$ cat config.mk
export PLATFORM = sky130hd
export DESIGN_NAME = matrix_job_sequencer
export DESIGN_NICKNAME = d
export VERILOG_FILES = /design/src/rtl/matrix_job_sequencer.sv
export SDC_FILE = /design/constraint.sdc
export NUM_CORES = 1
export LEC_CHECK = 0
export BUFFER_PORTS_ARGS = -buffer_cell sky130_fd_sc_hd__clkbuf_2
export CORE_UTILIZATION = 55
export DETAILED_ROUTE_END_ITERATION = 10
export PLACE_DENSITY = 0.8
export SLEW_MARGIN = 20
export SYNTH_ARGS = -nofsm -noshare
export SYNTH_HDL_FRONTEND = slang
export SYNTH_SLANG_ARGS = --single-unit
$ cat constraint.sdc
create_clock -name i_clk -period 2.5 [get_ports i_clk]
set_input_delay 0.125 -clock i_clk [delete_from_list [all_inputs] [get_ports i_clk]]
set_output_delay 0.125 -clock i_clk [all_outputs]
set_load 0.02 [all_outputs]
$ cat src/rtl/matrix_job_sequencer.sv
// matrix_job_sequencer
//   Queues matrix-multiply job descriptors from a host and issues them one at
//   a time to a matrix engine using a start/finished handshake.
//
// Optional feature: define MATRIX_SEQ_WDT_EN to enable the job watchdog.
//   The watchdog aborts a job that has run for WDT_LIMIT cycles, raises a
//   sticky o_timeout and parks the sequencer in HALT until i_clr.
//
// Parameters
//   DEPTH      job FIFO depth (power of two, 2..16)
//   WDT_LIMIT  watchdog cycle limit (watchdog builds only)
// Ports
//   i_clk, i_rst_n                clock, async active-low reset
//   i_cmd_valid / o_cmd_ready     host job push handshake
//   i_cmd_rows/cols/scols         job dimensions
//   o_cmd_err                     one-cycle pulse: pushed job rejected
//   o_start, o_*_size             engine start and registered job sizes
//   i_finished                    engine finished level
//   o_busy, o_done, o_job_count   status, completion pulse, completed count
//   o_level                       FIFO occupancy
//   i_clr, o_timeout              watchdog clear, sticky timeout flag
module matrix_job_sequencer #(
    parameter int unsigned DEPTH     = 4,
    parameter logic [15:0] WDT_LIMIT = 16'd60000
) (
    input  logic       i_clk,
    input  logic       i_rst_n,
    input  logic       i_cmd_valid,
    output logic       o_cmd_ready,
    input  logic [7:0] i_cmd_rows,
    input  logic [7:0] i_cmd_cols,
    input  logic [7:0] i_cmd_scols,
    output logic       o_cmd_err,
    output logic       o_start,
    output logic [7:0] o_f_row_size,
    output logic [7:0] o_f_col_size,
    output logic [7:0] o_s_col_size,
    input  logic       i_finished,
    output logic       o_busy,
    output logic       o_done,
    output logic [7:0] o_job_count,
    output logic [4:0] o_level,
    input  logic       i_clr,
    output logic       o_timeout
);

    localparam int unsigned AW         = (DEPTH > 1) ? $clog2(DEPTH) : 1;
    localparam logic [4:0]  FULL_LEVEL = 5'(DEPTH);

    localparam logic [2:0] IDLE      = 3'd0;
    localparam logic [2:0] LOAD      = 3'd1;
    localparam logic [2:0] ASSERT    = 3'd2;
    localparam logic [2:0] WAIT_DONE = 3'd3;
    localparam logic [2:0] RELEASE   = 3'd4;
    localparam logic [2:0] HALT      = 3'd5;

    logic [2:0]    state;
    logic [23:0]   mem [DEPTH];
    logic [AW-1:0] wr_ptr;
    logic [AW-1:0] rd_ptr;
    logic [4:0]    level;
    logic [15:0]   prod_rc;
    logic [15:0]   prod_cs;
    logic [15:0]   prod_rs;
    logic          job_ok;
    logic          accept;
    logic          push;
    logic          pop;
    logic          rel_cnt;
    logic          wdt_expired;
    logic          halt_exit;
    logic          timeout;

    // Job validation: no zero dimension, every pairwise product fits 256.
    assign prod_rc = {8'h00, i_cmd_rows} * {8'h00, i_cmd_cols};
    assign prod_cs = {8'h00, i_cmd_cols} * {8'h00, i_cmd_scols};
    assign prod_rs = {8'h00, i_cmd_rows} * {8'h00, i_cmd_scols};
    assign job_ok  = (i_cmd_rows != '0) && (i_cmd_cols != '0) && (i_cmd_scols != '0) &&
                     (prod_rc <= 16'd256) && (prod_cs <= 16'd256) && (prod_rs <= 16'd256);

    assign o_cmd_ready = (level != FULL_LEVEL);
    assign accept      = i_cmd_valid && o_cmd_ready;
    assign push        = accept && job_ok;
    assign pop         = (state == LOAD);

    always_ff @(posedge i_clk) begin
        if (push) begin
            mem[wr_ptr] <= {i_cmd_rows, i_cmd_cols, i_cmd_scols};
        end
    end

    always_ff @(posedge i_clk or negedge i_rst_n) begin
        if (!i_rst_n) begin
            wr_ptr    <= '0;
            rd_ptr    <= '0;
            level     <= '0;
            o_cmd_err <= 1'b0;
        end else begin
            o_cmd_err <= accept && !job_ok;
            if (push) begin
                wr_ptr <= wr_ptr + 1'b1;
            end
            if (pop) begin
                rd_ptr <= rd_ptr + 1'b1;
            end
            case ({push, pop})
                2'b10:   level <= level + 5'd1;
                2'b01:   level <= level - 5'd1;
                default: level <= level;
            endcase
        end
    end

`ifdef MATRIX_SEQ_WDT_EN
    logic [15:0] wdt;

    // Counter restarts on entry to ASSERT (from LOAD) and to WAIT_DONE.
    always_ff @(posedge i_clk or negedge i_rst_n) begin
        if (!i_rst_n) begin
            wdt <= '0;
        end else if ((state == LOAD) || ((state == ASSERT) && !i_finished)) begin
            wdt <= '0;
        end else if ((state == ASSERT) || (state == WAIT_DONE)) begin
            wdt <= wdt + 16'd1;
        end
    end

    assign wdt_expired = (wdt == WDT_LIMIT - 16'd1);
    assign halt_exit   = i_clr;

    always_ff @(posedge i_clk or negedge i_rst_n) begin
        if (!i_rst_n) begin
            timeout <= 1'b0;
        end else if ((((state == ASSERT) && i_finished) ||
                      ((state == WAIT_DONE) && !i_finished)) && wdt_expired) begin
            timeout <= 1'b1;
        end else if (i_clr) begin
            timeout <= 1'b0;
        end
    end
`else
    logic [16:0] unused_cfg;

    assign unused_cfg  = {i_clr, WDT_LIMIT};
    assign wdt_expired = 1'b0;
    assign halt_exit   = 1'b1;
    assign timeout     = 1'b0;
`endif

    always_ff @(posedge i_clk or negedge i_rst_n) begin
        if (!i_rst_n) begin
            state        <= IDLE;
            o_f_row_size <= '0;
            o_f_col_size <= '0;
            o_s_col_size <= '0;
            o_done       <= 1'b0;
            o_job_count  <= '0;
            rel_cnt      <= 1'b0;
        end else begin
            o_done <= 1'b0;
            case (state)
                IDLE: begin
                    if ((level != '0) && !timeout && i_finished) begin
                        state <= LOAD;
                    end
                end
                LOAD: begin
                    {o_f_row_size, o_f_col_size, o_s_col_size} <= mem[rd_ptr];
                    state <= ASSERT;
                end
                ASSERT: begin
                    if (!i_finished) begin
                        state <= WAIT_DONE;
                    end else if (wdt_expired) begin
                        state <= HALT;
                    end
                end
                WAIT_DONE: begin
                    if (i_finished) begin
                        state       <= RELEASE;
                        o_done      <= 1'b1;
                        o_job_count <= o_job_count + 8'd1;
                        rel_cnt     <= 1'b0;
                    end else if (wdt_expired) begin
                        state <= HALT;
                    end
                end
                RELEASE: begin
                    // Two cycles with start low let the engine settle back to idle.
                    if (rel_cnt) begin
                        state <= IDLE;
                    end else begin
                        rel_cnt <= 1'b1;
                    end
                end
                HALT: begin
                    if (halt_exit) begin
                        state <= IDLE;
                    end
                end
                default: state <= IDLE;
            endcase
        end
    end

    assign o_start   = (state == ASSERT) || (state == WAIT_DONE);
    assign o_busy    = (state == LOAD) || (state == ASSERT) ||
                       (state == WAIT_DONE) || (state == RELEASE);
    assign o_level   = level;
    assign o_timeout = timeout;

endmodule

==> metrics, run 1 <==
DR iter-0 viols=799; Met3 Wirelength=2970 µm; fin crit period=between 5 and 6 ns; Post-synth top flop=edfxtp_1; Critical R2R Capture=o_level[2]$_DFFE_PN0P_; largest net degree at the start of global routing=41; Starting Density=56.4%; RR Startpoint=o_level[3]$_DFFE_PN0P_; Synth Cell Area=~12000 µm²; CTS H-tree lvls=4; DRT met1 WL=about 13000 µm; wire per inst=~21 µm; worst path arrival time=5.77 ns; FF+latch count, synth=143; worst endpoint required time=2.81 ns; routed wire length=35900 µm; DP Worst Slack=-3.45 ns; CTS clk-pin slew, worst paths=about 0.07 ns; CTS Buf Count=17; GRT Total Usage=approximately a third; Cells after Synth=around 1100; row count=54; Layout fillers=roughly 1300; clock skew=0.0155 ns; CTS tree=done; Hold Crit Class=in2reg; Design Power=15.7 mW; vias=9861; RSZ-0062 raised after global routing=true; Final GP Congestion=0.945; top cells by area, synth=edfxtp_1 23%, fa_1 18%, ha_1 12%, dfrtp_1 9.5%, and2_1 6.6%; Pwr per Cell Area=between 900 and 1000 nW/µm²; endpoint class of the critical path=flop; CORE AREA=21900 µm²; number of global-route vias before repair=between 10000 and 15000; Peak Freq=roughly 0.18 GHz; final net count=1664; final setup vio count=104; asr flop ratio synth=32.9%; Root Buffer=clkbuf_16; max incr delay on CP=about 0.57 ns; Die Footprint=23000 µm²; height of the chip=around 150 µm; Worst path slowest cell=fa_1; cell taking the most area after synthesis=edfxtp_1; initial antenna violation count=1; critical path's top delay family=adder cells; worst skew pair latency=0.43 ns; max-cap viol count=0; VDD IR max=0.790 mV; die width=152 µm; vias per cell=~5.8; Critical Path Sink=o_level[4]$_DFFE_PN0P_; worst reg-to-reg path cell count=13; maximum clock path buffer count=2; cell mode on critical path=fa_1; post-synthesis cell type count=64; uppermost layer routed=met4; relative slew slack=between 60% and 70%; Final ANT Viol Nets=0; Slew Limit Fails=0; post-synthesis sequential area ratio=32.9%; I/O Buffers=69; Avg Inst Size Synth=about 11 µm²; area post-placement=14600 µm²; Worst-Margin Slew=approximately 0.54 ns; global route overflow=0; CP startpoint=i_cmd_cols[5]; final instance area=16000 µm²; DRT Pass-1 Iters=5; IO Pins=72; Area Overhead vs Synth=30.0%; critical path class=in2reg; status=finished with violations; Mapped Nets=1388; dpl hpwl=between 20000 and 25000 µm; Residual DRC=0; final period utilization=218%; cell depth of the worst setup path=28; WP buf/inv=8; leak pwr=7.45 nW; r2r setup slk=-0.27 ns; Final Hold Fails=0; synth warn=0; Post-synth top cells=195 x inv_1, 130 x and2_1, 117 x ha_1, 109 x fa_1, 99 x nand2_1; number of synthesized flops with an enable pin=96; crit-path max FO=8; CTS sink cnt=143; Yosys top cell area share=approximately a quarter; failing checks=negative setup slack; most common cell in the netlist=inv_1; setup ws final=-2.96 ns; ratio of cells with drive above 1 in the final layout=32.1%; WL met2=18000 µm; first-pass GRT wire length=53600 µm; Setup crit start kind=input pin
-- cells in the final DEF (no fill, tap or decap), types with 18 or more instances in the layout --
master / n
buf_4: 192
inv_1: 189
and2_1: 123
fa_1: 107
ha_1: 100
edfxtp_1: 96
nand2_1: 94
clkbuf_2: 51
dfrtp_1: 47
a21oi_1: 25
mux4_2: 24
mux2_2: 24
xnor2_1: 20
clkbuf_16: 18
-- how the worst min path moves through the flow --
stage / startpoint / endpoint / slack (ns) / cells after the start
detailed placement: i_rst_n / o_f_col_size[5]$_DFFE_PN0P_ / -0.01 / 1
finish: i_cmd_scols[3] / mem[1][3]$_DFFE_PP_ / 0.008 / 1
global route: i_cmd_scols[3] / mem[0][3]$_DFFE_PP_ / 0.004 / 1
global placement: i_rst_n / o_f_col_size[5]$_DFFE_PN0P_ / -0.02 / 1
CTS: i_cmd_scols[3] / mem[1][3]$_DFFE_PP_ / 0.001 / 1
floorplan: i_rst_n / o_cmd_err$_DFF_PN0_ / -0.17 / 0
-- per-stage QoR --
stage / hold slack (ns) / TNS [ns] / util, % / instances
2_1_floorplan: -0.171 / -277.36 / - / 1133
3_3_place_gp: -0.0188 / -306.21 / 66.5 / 1628
3_5_place_dp: -0.0117 / -314.36 / 66.5 / 1628
4_1_cts: 0.00120 / -274.07 / 71.5 / 1683
5_1_grt: 0.00385 / -302.83 / 73.3 / 1703
6_report: 0.00802 / -286.62 / 73.3 / 1703
-- flip-flops by register name, summed over array words and instances (netlist names) --
signal and cells:
rd_ptr 2, state 3, mem 96, o_cmd_err 1, o_f_row_size 8, o_f_col_size 8, o_done 1, o_level 5
rel_cnt 1, o_job_count 8, wr_ptr 2, o_s_col_size 8
-- repair_timing --
action	in CTS	in global routing
resized for setup	59	59
hold endpoints to repair	52	4
setup endpoints to repair	104	104
gates cloned	4	2
pin swaps	25	47
buffers inserted	16	16
hold buffers	3	2
-- power breakdown --
part	internal, mW	leakage, nW	total (mW)	switching, mW
registers	2.86	1.44	3.12	0.264
logic	4.80	5.71	9.97	5.17
clock network	1.51	0.296	2.60	1.09
total	9.17	7.45	15.7	6.52
-- logic make-up (layout without fill, tap and decap cells) --
family	Yosys count	after routing	share of synthesized area [%]
and+or+nand+nor	336	336	14.9
buffers and inverters	234	523	7.15
muxes	53	53	7.02
AOI/OAI and AO/OA	106	106	6.07
adders and majority gates	226	226	29.5
DFF	143	143	32.9
other	1	2	0.0304
xor gates and xnor gates	34	34	2.41
-- metal layers --
metal | vias up | GRT usage [%]
met4 | 0 | 15.6
li1 | 4321 | -
met5 | - | 0
met2 | 566 | 55.5
met1 | 4807 | 36.6
met3 | 167 | 5.33
-- cell type report --
| cell class | instances | area, µm² | share of cell area [%] |
|---|---|---|---|
| Multi-Input combinational cell | 756 | 7850 | 48.9 |
| Tap cell | 280 | 350 | 2.18 |
| Inverter | 195 | 734 | 4.58 |
| Antenna cell | 1 | 2.50 | 0.0156 |
| Clock buffer | 17 | 425 | 2.65 |
| Clock inverter | 15 | 173 | 1.08 |
| Timing Repair Buffer | 296 | 2450 | 15.3 |
| Sequential cell | 143 | 4060 | 25.3 |
-- worst reg2reg max path: stages, from the launching register on --
cell      delay (ns)
dfrtp_1         0.39
nor4_1          0.47
nand2_1         0.13
nand2_1         0.21
nor3_2          0.09
nand4b_4        0.13
ha_4            0.19
inv_4           0.05
fa_2            0.38
buf_4           0.14
buf_4           0.12
buf_4           0.12
xor2_1          0.15
o21ai_1         0.12
Power figures use the tool's default switching activity.
==> run 2: changes to the inputs <==
PLACE_DENSITY = unset   (was 0.8)
PLACE_DENSITY_LB_ADDON = 0.05   (was unset)
==> run 2 against run 1 <==
Net effect:
- the flow still finishes with violations (negative setup slack)
- clock skew is 0.0018 ns higher
- sequential share of layout area is essentially flat
- final cell count is 0.59% lower
- highest routed layer unchanged
- sequential cell count stayed put
- clock-buffer cell count unchanged
- routed wire length down 6.2%
- critical path depth shrank 2
==> metrics, run 2 (synthesis gave the netlist of run 1 again) <==
final setup vio count=104 (unchanged); setup ws final=-2.70 ns (+0.257 ns); crit-path max FO=5 (-3); final instance area=16000 µm² (about the same); worst path arrival time=5.52 ns (-0.25 ns); leak pwr=7.44 nW (-0.17%); global route overflow=0 (unchanged); Hold Path Depth=1 (unchanged); Final GP Congestion=0.897 (-5.1%); max-cap viol count=0 (unchanged); Starting Density=56.4% (unchanged); Root Buffer=clkbuf_16; critical path's top delay family=adder cells; met3 usage=3.53% (-1.8 points); WP buf/inv=6 (-2); dpl hpwl=23600 µm (-1.9%); failing checks=negative setup slack; first-pass GRT wire length=51800 µm (-3.4%); Slew Limit Fails=0 (unchanged); commonest non-fill, non-tap cells in the layout=187 x inv_1, 187 x buf_4, 122 x and2_1; I/O Buffers=69 (unchanged); worst endpoint required time=2.82 ns (about the same); met2 Usage GRT=54.8% (-0.68 points); relative slew slack=63.4% (-0.55 points); clock skew=0.0173 ns (+0.00180 ns); Design Power=15.3 mW (-2.4%); fin crit period=5.20 ns (-0.257 ns); CTS H-tree lvls=4 (unchanged); max FFs per register=96 (unchanged); maximum clock path buffer count=2 (unchanged); Pwr per Cell Area=955 nW/µm² (-2.3%); die width=152 µm (unchanged); RR Startpoint=o_level[3]$_DFFE_PN0P_; ratio of cells with drive above 1 in the final layout=32.0% (-0.17 points); CORE AREA=21900 µm² (unchanged); hold path startpoint=i_cmd_scols[6]; CTS sink cnt=143 (unchanged); Hold Crit Class=in2reg; height of the chip=152 µm (unchanged); routed wire length=33700 µm (-6.2%); vias per cell=5.54 (-4.3%); CTS clk-pin slew, worst paths=0.07 ns (about the same); IO Pins=72 (unchanged); initial antenna violation count=1 (unchanged); max incr delay on CP=0.55 ns (-0.02 ns); Biggest register=mem; Worst path slowest cell=fa_1; Finished Core Util=73.2% (about the same); RSZ-0062 raised after global routing=true; worst reg-to-reg path cell count=14 (+1); critical path class=in2reg; Peak Freq=0.192 GHz (+4.9%); status=finished with violations; Area Overhead vs Synth=29.9% (about the same); Critical R2R Capture=o_level[4]$_DFFE_PN0P_; vias=9386 (-4.8%); endpoint class of the critical path=flop; DR iter-0 viols=461 (-42%); number of global-route vias before repair=9904 (-2.7%); final period utilization=208% (-10 points); DP Worst Slack=-3.33 ns (+0.121 ns); largest net degree at the start of global routing=41 (unchanged); final hold slack=0.0327 ns (+0.0246 ns); worst skew pair latency=0.43 ns (about the same); Hold Path Sink=mem[2][6]$_DFFE_PP_; DRT Pass-1 Iters=5 (unchanged); CTS Buf Count=17 (unchanged); r2r setup slk=-0.03 ns (+0.24 ns); area post-placement=14700 µm² (+0.67%); final net count=1653 (-0.66%); Die Footprint=23000 µm² (unchanged); Residual DRC=0 (unchanged); row count=54 (unchanged); wire per inst=19.9 µm (-5.6%); cell mode on critical path=fa_1; GRT Total Usage=30.4% (-1.0 points); Final Hold Fails=0 (unchanged); Final ANT Viol Nets=0 (unchanged); Setup crit start kind=input pin; most used routing layer=met2; VDD IR max=0.701 mV (-11%); Worst-Margin Slew=0.548 ns (+0.0132 ns); CTS tree=done; met1 Track Usage GR=37.5% (+0.88 points)
[run 2: cell count changes in the layout (fill, tap and decap cells not counted), sizes merged]
cell,change
clkbuf,+1
bufbuf,+2
inv,+1
dlygate4sd3,-1
bufinv,-1
buf,-13
diode,+1
[run 2: cell type report]
class,count,area (µm²)
Antenna cell,2,5.00
Clock buffer,17,425
Clock inverter,15,181
Fill cell,1566,5860
Inverter,195,734
Multi-Input combinational cell,756,7840
Sequential cell,143,4060
Tap cell,280,350
Timing Repair Buffer,285,2440
[run 2: through the flow]
| step | TNS [ns] | cells |
|---|---|---|
| finish | -252.60 | 1693 |
| global placement | -299.32 | 1631 |
| floorplan | -277.36 | 1133 |
| CTS | -254.65 | 1679 |
| global route | -272.49 | 1691 |
| detailed placement | -305.26 | 1631 |
[run 2: layer usage]
layer	wire length, µm	share of wire, %	up-vias
li1	-	-	4307
met1	13600	40	4728
met2	17500	52	270
met3	1500	4.4	81
met4	1150	3.4	0
met5	0	0	-
[run 2: power by group]
group          switching, mW  internal [mW]  total (mW)
Sequential             0.249           2.86        3.11
Combinational           5.02           4.62        9.64
Clock                   1.13           1.44        2.57
Total                   6.40           8.92        15.3
[run 2: worst max-delay path by stage]
stage,from,to,cells after the start
finish,i_cmd_rows[3],o_level[4]$_DFFE_PN0P_,26
global placement,i_cmd_rows[4],o_level[4]$_DFFE_PN0P_,25
CTS,i_cmd_rows[4],o_level[4]$_DFFE_PN0P_,25
floorplan,i_cmd_rows[4],o_level[4]$_DFFE_PN0P_,25
detailed placement,i_cmd_rows[4],o_level[4]$_DFFE_PN0P_,25
global route,i_cmd_scols[2],o_level[4]$_DFFE_PN0P_,26
[run 2: what timing repair did]
item                       4_1_cts  5_1_grt
cloned                           4        2
hold buffers                     3        1
pin swaps                       27       33
buffers inserted                10       10
hold endpoints to repair         9        4
setup endpoints to repair      104      104
resized for setup               46       51
[run 2: worst reg2reg max path, delay by kind of cell (launching register included)]
family	cells	cell delay (ns)
adder cells (fa/ha/maj)	2	0.52
AND/OR/NAND/NOR	6	0.96
XOR/XNOR	2	0.29
flip-flops	1	0.39
AO/OA/AOI/OAI	2	0.16
buffers and inverters	2	0.09
==> run 3: changes to the inputs <==
CORE_MARGIN = 3   (was unset)
REMOVE_ABC_BUFFERS = 1   (was unset)
SLEW_MARGIN = 10   (was 20)
==> run 3 against run 2 <==
Net effect:
- the flow still finishes with violations (negative setup slack)
- die area grew 5.3%
- sequential cell count stayed put
- hold slack better by 0.018 ns
- highest routed layer unchanged
- first-iteration DRC count grew 6.5%
- sequential share of layout area fell by 0.35 points
- routed wire length decreased by 6.4%
- clock skew decreased by 0.0046 ns
- sequential power is 2% lower
- utilization grew 0.81 points
- setup slack got worse by 0.17 ns
- final area grew 1.4%
- power rose by 5.5%
==> metrics, run 3 (synthesis gave the netlist of run 1 again) <==
Peak Freq=0.186 GHz (-3.2%); Die Footprint=24300 µm² (+5.3%); DRT Pass-1 Iters=5 (unchanged); worst skew pair latency=0.42 ns (about the same); relative slew slack=45.7% (-18 points); CTS tree=done; Hold Crit Class=in2reg; Worst-Margin Slew=0.814 ns (+0.266 ns); die width=156 µm (+2.6%); number of global-route vias before repair=9657 (-2.5%); row count=54 (unchanged); VDD IR max=0.659 mV (-6.0%); height of the chip=156 µm (+2.6%); commonest non-fill, non-tap cell in the layout=buf_4; vias per cell=5.43 (-2.1%); fin crit period=5.38 ns (+0.174 ns); max FFs per register=96 (unchanged); n_diodes=0 (-2); setup ws final=-2.88 ns (-0.174 ns); failing checks=negative setup slack; leak pwr=7.49 nW (+0.80%); dpl hpwl=22800 µm (-3.5%); Biggest register=mem; ratio of cells with drive above 1 in the final layout=33.8% (+1.8 points); commonest non-fill, non-tap cells in the layout=193 x buf_4, 185 x inv_1, 123 x and2_1; area post-placement=14400 µm² (-1.8%); Slew Limit Fails=0 (unchanged); Worst path slowest cell=fa_1; status=finished with violations; max-cap viol count=0 (unchanged); Residual DRC=0 (unchanged); max incr delay on CP=0.53 ns (-0.02 ns); RSZ-0062 raised after global routing=true; critical path class=in2reg; largest net degree at the start of global routing=33 (-20%); Setup crit start kind=input pin; clock skew=0.0127 ns (-0.00462 ns); global route overflow=0 (unchanged); I/O Buffers=69 (unchanged); wire per inst=18.6 µm (-6.8%); routed wire length=31600 µm (-6.4%); worst endpoint required time=2.79 ns (-0.03 ns); final net count=1663 (+0.60%); CTS Buf Count=17 (unchanged); crit-path max FO=6 (+1); Starting Density=56.2% (-0.17 points); cell mode on critical path=fa_1; CORE AREA=22000 µm² (+0.31%); GRT Total Usage=26.8% (-3.6 points); worst path arrival time=5.67 ns (+0.15 ns); endpoint class of the critical path=flop; first-pass GRT wire length=50700 µm (-2.2%); Final GP Congestion=0.942 (+5.1%); Final Hold Fails=0 (unchanged); final instance area=16300 µm² (+1.4%); initial antenna violation count=0 (-1); IO Pins=72 (unchanged); Final ANT Viol Nets=0 (unchanged); DP Worst Slack=-3.64 ns (-0.307 ns); CTS clk-pin slew, worst paths=0.06 ns (about the same); Pwr per Cell Area=994 nW/µm² (+4.0%); final setup vio count=104 (unchanged); Root Buffer=clkbuf_16; Area Overhead vs Synth=31.8%; CTS sink cnt=143 (unchanged); vias=9232 (-1.6%); maximum clock path buffer count=2 (unchanged); Design Power=16.2 mW (+5.5%); CTS H-tree lvls=4 (unchanged); final period utilization=215% (+7.0 points); DR iter-0 viols=491 (+6.5%)
[run 3: area by class of cell]
type	instances	area, µm²
multi-input cells	756	7970
fillers	1587	5700
flip-flops and latches	143	4060
repair buffers	295	2550
inverters	195	734
clock buffers	19	433
well taps	280	350
clock inverters	13	165
[run 3: what timing repair did]
action,4_1_cts,5_1_grt
endpoints found under the setup margin,104,104
setup buffers,21,9
hold buffers,2,0
pin swaps,69,40
gates cloned,4,3
hold endpoints to repair,32,0
gates resized for setup,148,34
[run 3: routing by layer]
metal	routed length (µm)	GRT usage, %
met1	13600	35.0
met2	16000	46.0
met3	1110	3.66
met4	872	9.38
met5	0	0
[run 3: final timing paths]
path | startpoint | cells after the start | slack (ns) | to
max in group asynchronous | i_rst_n | 3 | 1.43 | o_level[0]$_DFFE_PN0P_
hold reg to reg | o_job_count[7]$_DFFE_PN0P_ | 1 | 0.48 | o_job_count[7]$_DFFE_PN0P_
min in group asynchronous | i_rst_n | 2 | 0.34 | o_f_row_size[2]$_DFFE_PN0P_
setup reg to reg | o_level[3]$_DFFE_PN0P_ | 15 | -0.34 | o_level[4]$_DFFE_PN0P_
hold / removal | i_cmd_valid | 3 | 0.05 | o_cmd_err$_DFF_PN0_
setup / recovery | i_cmd_cols[2] | 29 | -2.88 | o_level[4]$_DFFE_PN0P_
[run 3: stage by stage]
step	hold WS (ns)	util (%)	std cells	TNS [ns]
2_1_floorplan	-0.171	-	1094	-336.22
3_3_place_gp	0.252	65.5	1630	-307.63
3_5_place_dp	0.244	65.5	1630	-315.59
4_1_cts	0.0319	73.0	1689	-237.61
5_1_grt	0.0393	74.1	1701	-271.16
6_report	0.0508	74.1	1701	-259.07
[run 3: critical path: cells and delay by family]
kind	cells	cell delay (ns)
xor gates and xnor gates	2	0.30
and+or+nand+nor	5	0.83
buffers and inverters	9	0.88
adders and majority gates	7	2.59
AOI/OAI and AO/OA	6	0.92
[run 3: report_power, final]
group	switching (mW)	leakage (nW)	internal [mW]	total (mW)
clock network	0.963	0.280	1.57	2.53
registers	0.199	1.44	2.86	3.06
logic	5.22	5.77	5.35	10.6
total	6.38	7.49	9.78	16.2
